--- config.mk ---
export PLATFORM = sky130hd
export DESIGN_NAME = rng_ci_master
export DESIGN_NICKNAME = d
export VERILOG_FILES = /design/src/rtl/rng_ci_master.sv
export SDC_FILE = /design/constraint.sdc
export NUM_CORES = 1
export LEC_CHECK = 0
export ABC_AREA = 1
export CAP_MARGIN = 20
export CORE_MARGIN = 10
export CORE_UTILIZATION = 49
export CTS_BUF_LIST = sky130_fd_sc_hd__clkbuf_4 sky130_fd_sc_hd__clkbuf_8 sky130_fd_sc_hd__clkbuf_16
export DETAILED_ROUTE_END_ITERATION = 12
export HOLD_SLACK_MARGIN = 0.12
export PLACE_DENSITY = 0.87
export SKIP_LAST_GASP = 1
export SLEW_MARGIN = 20
export SYNTH_ARGS = -nofsm -noshare
export SYNTH_HDL_FRONTEND = slang
export SYNTH_SLANG_ARGS = --single-unit
--- constraint.sdc ---
create_clock -name clk -period 5.55 [get_ports clk]
set_input_delay 1.11 -clock clk [delete_from_list [all_inputs] [get_ports clk]]
set_output_delay 1.11 -clock clk [all_outputs]
set_load 0.05 [all_outputs]
--- src/rtl/rng_ci_master.sv ---
// rng_ci_master: drives the RNG custom-instruction port on behalf of a
// non-CPU client. It runs a batch of dice rolls, range-checks each result,
// reports every roll and then reports the batch sum.
module rng_ci_master #(
    parameter int TIMEOUT_CYCLES = 64,
    parameter int GAP_CYCLES     = 4,
    parameter int SUM_W          = 11
) (
    input  logic             clk,
    input  logic             reset_n,
    input  logic             cmd_valid,
    output logic             cmd_ready,
    input  logic [3:0]       cmd_die,
    input  logic [3:0]       cmd_count,
    output logic             ci_clk_en,
    output logic             ci_start,
    output logic [31:0]      ci_dataa,
    output logic [31:0]      ci_datab,
    input  logic [31:0]      ci_result,
    input  logic             ci_done,
    output logic             roll_valid,
    output logic [6:0]       roll_value,
    output logic [3:0]       roll_index,
    output logic             sum_valid,
    output logic [SUM_W-1:0] sum_value,
    output logic             err,
    output logic [1:0]       err_code
);
    localparam int TMR_MAX = (TIMEOUT_CYCLES > GAP_CYCLES) ? TIMEOUT_CYCLES : GAP_CYCLES;
    localparam int TMR_W   = $clog2(TMR_MAX + 1);
    // The timer holds cycles elapsed since ci_start, so the last cycle a done
    // is accepted is TIMEOUT_CYCLES-1 and err lands exactly TIMEOUT_CYCLES
    // after ci_start.
    localparam logic [TMR_W-1:0] TMO_LAST = TMR_W'(TIMEOUT_CYCLES - 1);
    localparam logic [TMR_W-1:0] GAP_LAST = TMR_W'(GAP_CYCLES - 1);

    typedef enum logic [2:0] {IDLE, ISSUE, WAIT, CHECK, GAP, DONE} state_t;

    state_t           state_q, state_d;
    logic [3:0]       die_q, count_q, rolls_q;
    logic [6:0]       faces_q;
    logic [TMR_W-1:0] tmr_q;
    logic             ok_q;
    logic [SUM_W-1:0] acc_q;

    logic accept, cmd_ok, capture, timeout, res_ok, last_roll;
    logic [SUM_W-1:0] sum_next;

    function automatic logic [6:0] faces(input logic [3:0] die);
        case (die)
            4'd0:    faces = 7'd4;
            4'd1:    faces = 7'd6;
            4'd2:    faces = 7'd8;
            4'd3:    faces = 7'd10;
            4'd4:    faces = 7'd12;
            4'd5:    faces = 7'd20;
            4'd6:    faces = 7'd100;
            default: faces = 7'd0;
        endcase
    endfunction

    assign accept    = (state_q == IDLE) && cmd_valid;
    assign cmd_ok    = (cmd_die <= 4'd6) && (cmd_count != 4'd0);
    // ISSUE is included so a zero-latency slave's done is taken with ci_start.
    assign capture   = ((state_q == ISSUE) || (state_q == WAIT)) && ci_done;
    assign timeout   = (state_q == WAIT) && !ci_done && (tmr_q == TMO_LAST);
    assign res_ok    = (ci_result[31:7] == 25'd0) && (ci_result[6:0] != 7'd0) &&
                       (ci_result[6:0] <= faces_q);
    assign last_roll = (rolls_q == count_q);
    assign sum_next  = acc_q + {{(SUM_W-7){1'b0}}, roll_value};

    // State register
    always_ff @(posedge clk or negedge reset_n) begin
        if (!reset_n) state_q <= IDLE;
        else          state_q <= state_d;
    end

    // Next-state and state-decoded outputs
    always_comb begin
        state_d   = state_q;
        cmd_ready = 1'b0;
        ci_start  = 1'b0;
        ci_clk_en = 1'b0;
        sum_valid = 1'b0;
        ci_dataa  = {28'd0, die_q};
        ci_datab  = 32'd0;
        case (state_q)
            IDLE: begin
                cmd_ready = 1'b1;
                if (accept && cmd_ok) state_d = ISSUE;
            end
            ISSUE: begin
                ci_start  = 1'b1;
                ci_clk_en = 1'b1;
                state_d   = ci_done ? CHECK : WAIT;
            end
            WAIT: begin
                ci_clk_en = 1'b1;
                if (ci_done)      state_d = CHECK;
                else if (timeout) state_d = IDLE;
            end
            CHECK: begin
                if (!ok_q)                 state_d = IDLE;
                else if (last_roll)        state_d = DONE;
                else if (GAP_CYCLES == 0)  state_d = ISSUE;
                else                       state_d = GAP;
            end
            GAP: begin
                if (tmr_q == GAP_LAST) state_d = ISSUE;
            end
            DONE: begin
                sum_valid = 1'b1;
                state_d   = IDLE;
            end
            default: state_d = IDLE;
        endcase
    end

    // Shared timer: transaction timeout in ISSUE/WAIT, idle spacing in GAP
    always_ff @(posedge clk or negedge reset_n) begin
        if (!reset_n) begin
            tmr_q <= '0;
        end else begin
            case (state_q)
                ISSUE:     tmr_q <= TMR_W'(1);
                WAIT, GAP: tmr_q <= tmr_q + TMR_W'(1);
                default:   tmr_q <= '0;
            endcase
        end
    end

    // Command latch, result capture, roll/sum/error reporting
    always_ff @(posedge clk or negedge reset_n) begin
        if (!reset_n) begin
            die_q      <= '0;
            count_q    <= '0;
            faces_q    <= '0;
            rolls_q    <= '0;
            ok_q       <= 1'b0;
            acc_q      <= '0;
            roll_valid <= 1'b0;
            roll_value <= '0;
            roll_index <= '0;
            sum_value  <= '0;
            err        <= 1'b0;
            err_code   <= '0;
        end else begin
            roll_valid <= 1'b0;
            err        <= 1'b0;
            if (accept) begin
                die_q   <= cmd_die;
                count_q <= cmd_count;
                faces_q <= faces(cmd_die);
                rolls_q <= '0;
                acc_q   <= '0;
                if (cmd_ok) begin
                    err_code <= 2'd0;
                end else begin
                    err      <= 1'b1;
                    err_code <= 2'd1;
                end
            end
            // Result is judged on capture so roll_valid/err appear in CHECK.
            if (capture) begin
                ok_q <= res_ok;
                if (res_ok) begin
                    roll_valid <= 1'b1;
                    roll_value <= ci_result[6:0];
                    roll_index <= rolls_q + 4'd1;
                    rolls_q    <= rolls_q + 4'd1;
                end else begin
                    err      <= 1'b1;
                    err_code <= 2'd3;
                end
            end
            if (timeout) begin
                err      <= 1'b1;
                err_code <= 2'd2;
            end
            if ((state_q == CHECK) && ok_q) begin
                acc_q <= sum_next;
                if (last_roll) sum_value <= sum_next;
            end
        end
    end

endmodule

* After elaboration in Yosys (flattened, before gate mapping) *
Cells that the tools add are included.
Widths: inputs -> output; s select.

storage, ports and cells
  register bits after elaboration = 67
  input bits = 44
  logic and storage cells = 89

operators by class
  add/sub/neg operators = 3
  $lt $le $gt $ge = 2
  equality and inequality tests = 17
  muxes and demuxes = 31
  reductions and logical operators = 22

operators by type and width
  kind                 number
  $pmux 7 s7           1
  $logic_not 25->1     1
  $mux 11              2
  $mux 3               5
  $pmux 3 s5           1
  $mux 1               14
  $pmux 7 s2           1
  $eq 4x3->1 const B   3
  $mux 4               3
  $add 11x7->11        1
  $logic_and 1x1->1    9
  $eq 4x2->1 const B   2
  $mux 2               4
  $add 7x1->7 const B  1
  $eq 7x2->1 const B   1
  $eq 7x6->1 const B   1
  $le 7x7->1           1
  $reduce_bool 7->1    1
  $eq 3x2->1 const B   2
  $eq 3x3->1 const B   2
  $add 4x1->4 const B  1
  $eq 4x1->1 const B   1
  $eq 4x4->1           1
  $le 4x3->1 const B   1
  other kinds (13)     15

* Logic depth before layout (Yosys ltp) *
  depth after elaboration = 7
  depth in mapped cells = 12

* Worst setup path after synthesis *
Ideal clock, no wire load.

  path type = register to output
  from = reg state_q[2]
  to = out sum_valid
  arrival time = 1580 ps
  required time = 4440 ps
  slack = 2860 ps
  stages on the path, launching flop included = 3
  buffers on the path = 0
  cell sequence = dfrtp_1 -> inv_1 -> nor3_1

on the way
  longest elaborated chain between the ends = 2

ends and longest elaborated chain
  what                      line  RTL
  start: declaration        39    state_t state_q, state_d;
  start signal: assignment  75    else state_q <= state_d;
  $eq 3x3->1                87    case (state_q)
  $mux 1                    87
  end: declaration          24    output logic sum_valid,

Every way passes these cells.

* Worst setup path in the final report *
  from = in ci_result[5]
  to = reg rolls_q[2]

on the way
  longest elaborated chain between the ends = 5

ends and longest elaborated chain
  what                                                                line  RTL
  start: declaration                                                  19    input logic [31:0] ci_result,
  parallel branches: the longest is 2 deep, another holds $le 7x7->1  n/a
  $logic_and 1x1->1 (*)                                               67    assign res_ok = (ci_result[31:7] == 25'd0) && (ci_result[6:0] != 7'd0) &&
  $mux 4 (*)                                                          166   if (res_ok) begin
  $mux 4 (*)                                                          164   if (capture) begin
  end signal: assignment                                              170   rolls_q <= rolls_q + 4'd1;
  end: declaration                                                    40    logic [3:0] die_q, count_q, rolls_q;

Every way passes the cells marked *.
A chain may end at the register's enable or synchronous reset.

==> impl_metrics.csv <==
group,metric,value,unit
synthesis,synth-seq-area-share,0.417,
synthesis,syn_avg_cell_area,7.90,µm²
synthesis,syn-instance-count,494,
floorplan,die_w,109,µm
placed_design,gp_congestion,0.922,
finish,drive_gt1_frac,0.0499,
sta,finClkSkew,8.87,ps
clocking,clk_path_buf_depth,2,
floorplan,ios,138,
routing,drc_errors,0,
sta,worstMarginPinSlew,814,ps
power,p_comb_frac,0.400,
finish,final_common_cell,"nand2_1",
floorplan,die_area,11900,µm²
finish,final_cell_mix,"nand2_1, clkdlybuf4s50_1, dfrtp_1",
sta,max-slew-margin-rel,0.458,
run,maxCapViolCount,0,
clocking,cts_setup_buffers,0,
floorplan,rows,32,
clocking,clk_pin_slew,70,ps
worst_setup_path,crit_fanout,20,
clocking,holdBufCountCts,0,
sta,maxSlewViolCount,0,
global_route,grt_use_total,0.166,
synthesis,synth_area,3900,µm²
power,swShare,0.425,
clocking,htree_levels,3,
worst_setup_path,crit_path_start_kind,"input pin",
worst_setup_path,cp-end-kind,"flop",
sta,final-setup-viol-count,0,
power,power.switching,714,µW
routing,drtIter0Drc,126,
synthesis,synth_top_cell_by_area,"dfrtp_1",
global_route,grt_max_degree,66,
finish,postLayoutCoreUtil,0.614,
finish,diodes,0,
sta,fmax,298,MHz
clocking,cts_tree,"built",
placed_design,detailed_place_hpwl,7700,µm
clocking,numCtsBuffers,9,
synthesis,ys_top_cells_by_area,"dfrtp_1, nand2_1, buf_4",
global_route,grt_pass1_wl,16000,µm
routing,ant_nets,0,
run_status,status,"finished, final reports clean",
routing,routedWlPerCell,14.0,µm
finish,syn_to_final_growth,21.6,%
floorplan,initial_utilization,0.505,
worst_setup_path,path_class,"in -> reg",
power,p_int,966,µW
routing,routed_via_density,4.70,
sta,tns,0,ps
worst_hold_path,hold_class,"reg -> reg",
power,power_frac_seq,0.358,
finish,fillers,659,
routing,dr.pass1.iters,4,
power,leakagePower,0.00246,µW
global_route,overflow,0,
finish,final_cells,683,
power,vdd_drop_max,327,µV
power,total_power,1680,µW
worst_setup_path,reg2reg_slack,2960,ps
clocking,cts_resized,0,
worst_setup_path,required,5790,ps
routing,num_vias,3208,
power,clkPwrFrac,0.242,
finish,nets,636,
sta,fin_crit_sh,0.605,
synthesis,yosysTopAreaCellShare,0.417,
global_route,grt_pass1_vias,3304,
routing,wl,9550,µm
sta,fin_crit,3360,ps
synthesis,ys_ff_latch,65,
sta,hold_violations,0,
placed_design,io_buffers,77,
floorplan,die_h,109,µm
floorplan,core,7730,µm²
power,power_density,354,nW/µm²
clocking,cts.sinks,65,
synthesis,yosysWarnings,0,
sta,rsz0062_at_grt,"no",
clocking,cts_root_buffer,"clkbuf_8",
worst_setup_path,worstPathArrival,3590,ps
global_route,antenna_found_initial,0,
clocking,clk_latency,340,ps
synthesis,ys_types,40,
placed_design,placed_cells,667,
power by group through the flow:
stage                     combinational [µW]  clock [µW]  sequential, µW
after global placement                   656           0             604
after CTS                                675         416             600
after detailed placement                 670           0             608
after floorplan                          418           0             691
final                                    672         407             601
after global routing                     737         437             610
layer usage:
metal | wire [µm] | GRT usage | up-vias
li1 | - | - | 1612
met1 | 3820 | 0.191 | 1503
met2 | 4980 | 0.297 | 84
met3 | 671 | 0.0519 | 9
met4 | 80 | 0.0316 | 0
met5 | 0 | 0 | -
cells in the mapped netlist (all sizes together):
| master | instances |
|---|---|
| or2 | 4 |
| o22ai | 4 |
| nor3b | 1 |
| conb | 1 |
| nand3b | 3 |
| nand2 | 131 |
| fa | 1 |
| nand4 | 4 |
| a21o | 1 |
| o32ai | 1 |
| buf | 65 |
| a22o | 1 |
| o21a | 3 |
| xnor2 | 5 |
| o21ai | 28 |
| ha | 15 |
| nor3 | 7 |
| nand3 | 36 |
| clkbuf | 1 |
| clkinv | 1 |
| a21boi | 1 |
| o21bai | 1 |
| nor2 | 43 |
| a21oi | 12 |
| dfrtp | 65 |
| inv | 53 |
| xor2 | 5 |
| o31ai | 1 |
kinds of logic after synthesis:
family / share of synthesized area
AOI/OAI and AO/OA: 0.0785
xor gates and xnor gates: 0.0224
adders and majority gates: 0.0532
DFF: 0.417
other: 0.000961
and+or+nand+nor: 0.251
buffers and inverters: 0.177
through the flow:
stage	instance area (µm²)	worst slack, ps	hold WS, ps
6_report	4750	2190	474
5_1_grt	4750	1990	491
4_1_cts	4750	2220	478
3_5_place_dp	4540	1940	459
3_3_place_gp	4540	2080	455
2_1_floorplan	4130	2860	453
critical path, cell delays in order:
cell and delay [ps]:
clkdlybuf4s50_1 460, ha_1 310, nand2_1 70, nor2_1 130, o21ai_0 120, nand3_1 90, nand2_1 70, nand3_1 540
clkinv_1 430, nand2_1 200, nand2_1 60
sequential cells by signal (all words and copies together), names as in the netlist:
register,cells
acc_q,11
count_q,4
die_q,4
err,1
err_code,2
faces_q,5
ok_q,1
roll_index,4
roll_valid,1
roll_value,7
rolls_q,4
state_q,3
sum_value,11
tmr_q,7
cell type report:
class / instances / area (µm²) / share of cell area
well taps: 102 / 128 / 0.0269
repair buffers: 78 / 773 / 0.163
clock inverters: 6 / 67.6 / 0.0142
clock buffers: 10 / 138 / 0.0290
inverters: 54 / 205 / 0.0432
multi-input cells: 368 / 1810 / 0.381
flip-flops and latches: 65 / 1630 / 0.343
worst paths after layout:
check,startpoint,endpoint,cells after the start
min in group asynchronous,reset_n,roll_value[0]$_DFFE_PN0P_,2
max reg2reg,state_q[1]$_DFFE_PN0P_,acc_q[3]$_DFFE_PN0P_,7
min,sum_value[3]$_DFFE_PN0P_,sum_value[3]$_DFFE_PN0P_,2
max in group asynchronous,reset_n,sum_value[10]$_DFFE_PN0P_,2
min reg2reg,sum_value[3]$_DFFE_PN0P_,sum_value[3]$_DFFE_PN0P_,2
max,ci_result[5],rolls_q[2]$_DFF_PN0_,11
No activity file was read; power rests on OpenSTA's default activity.
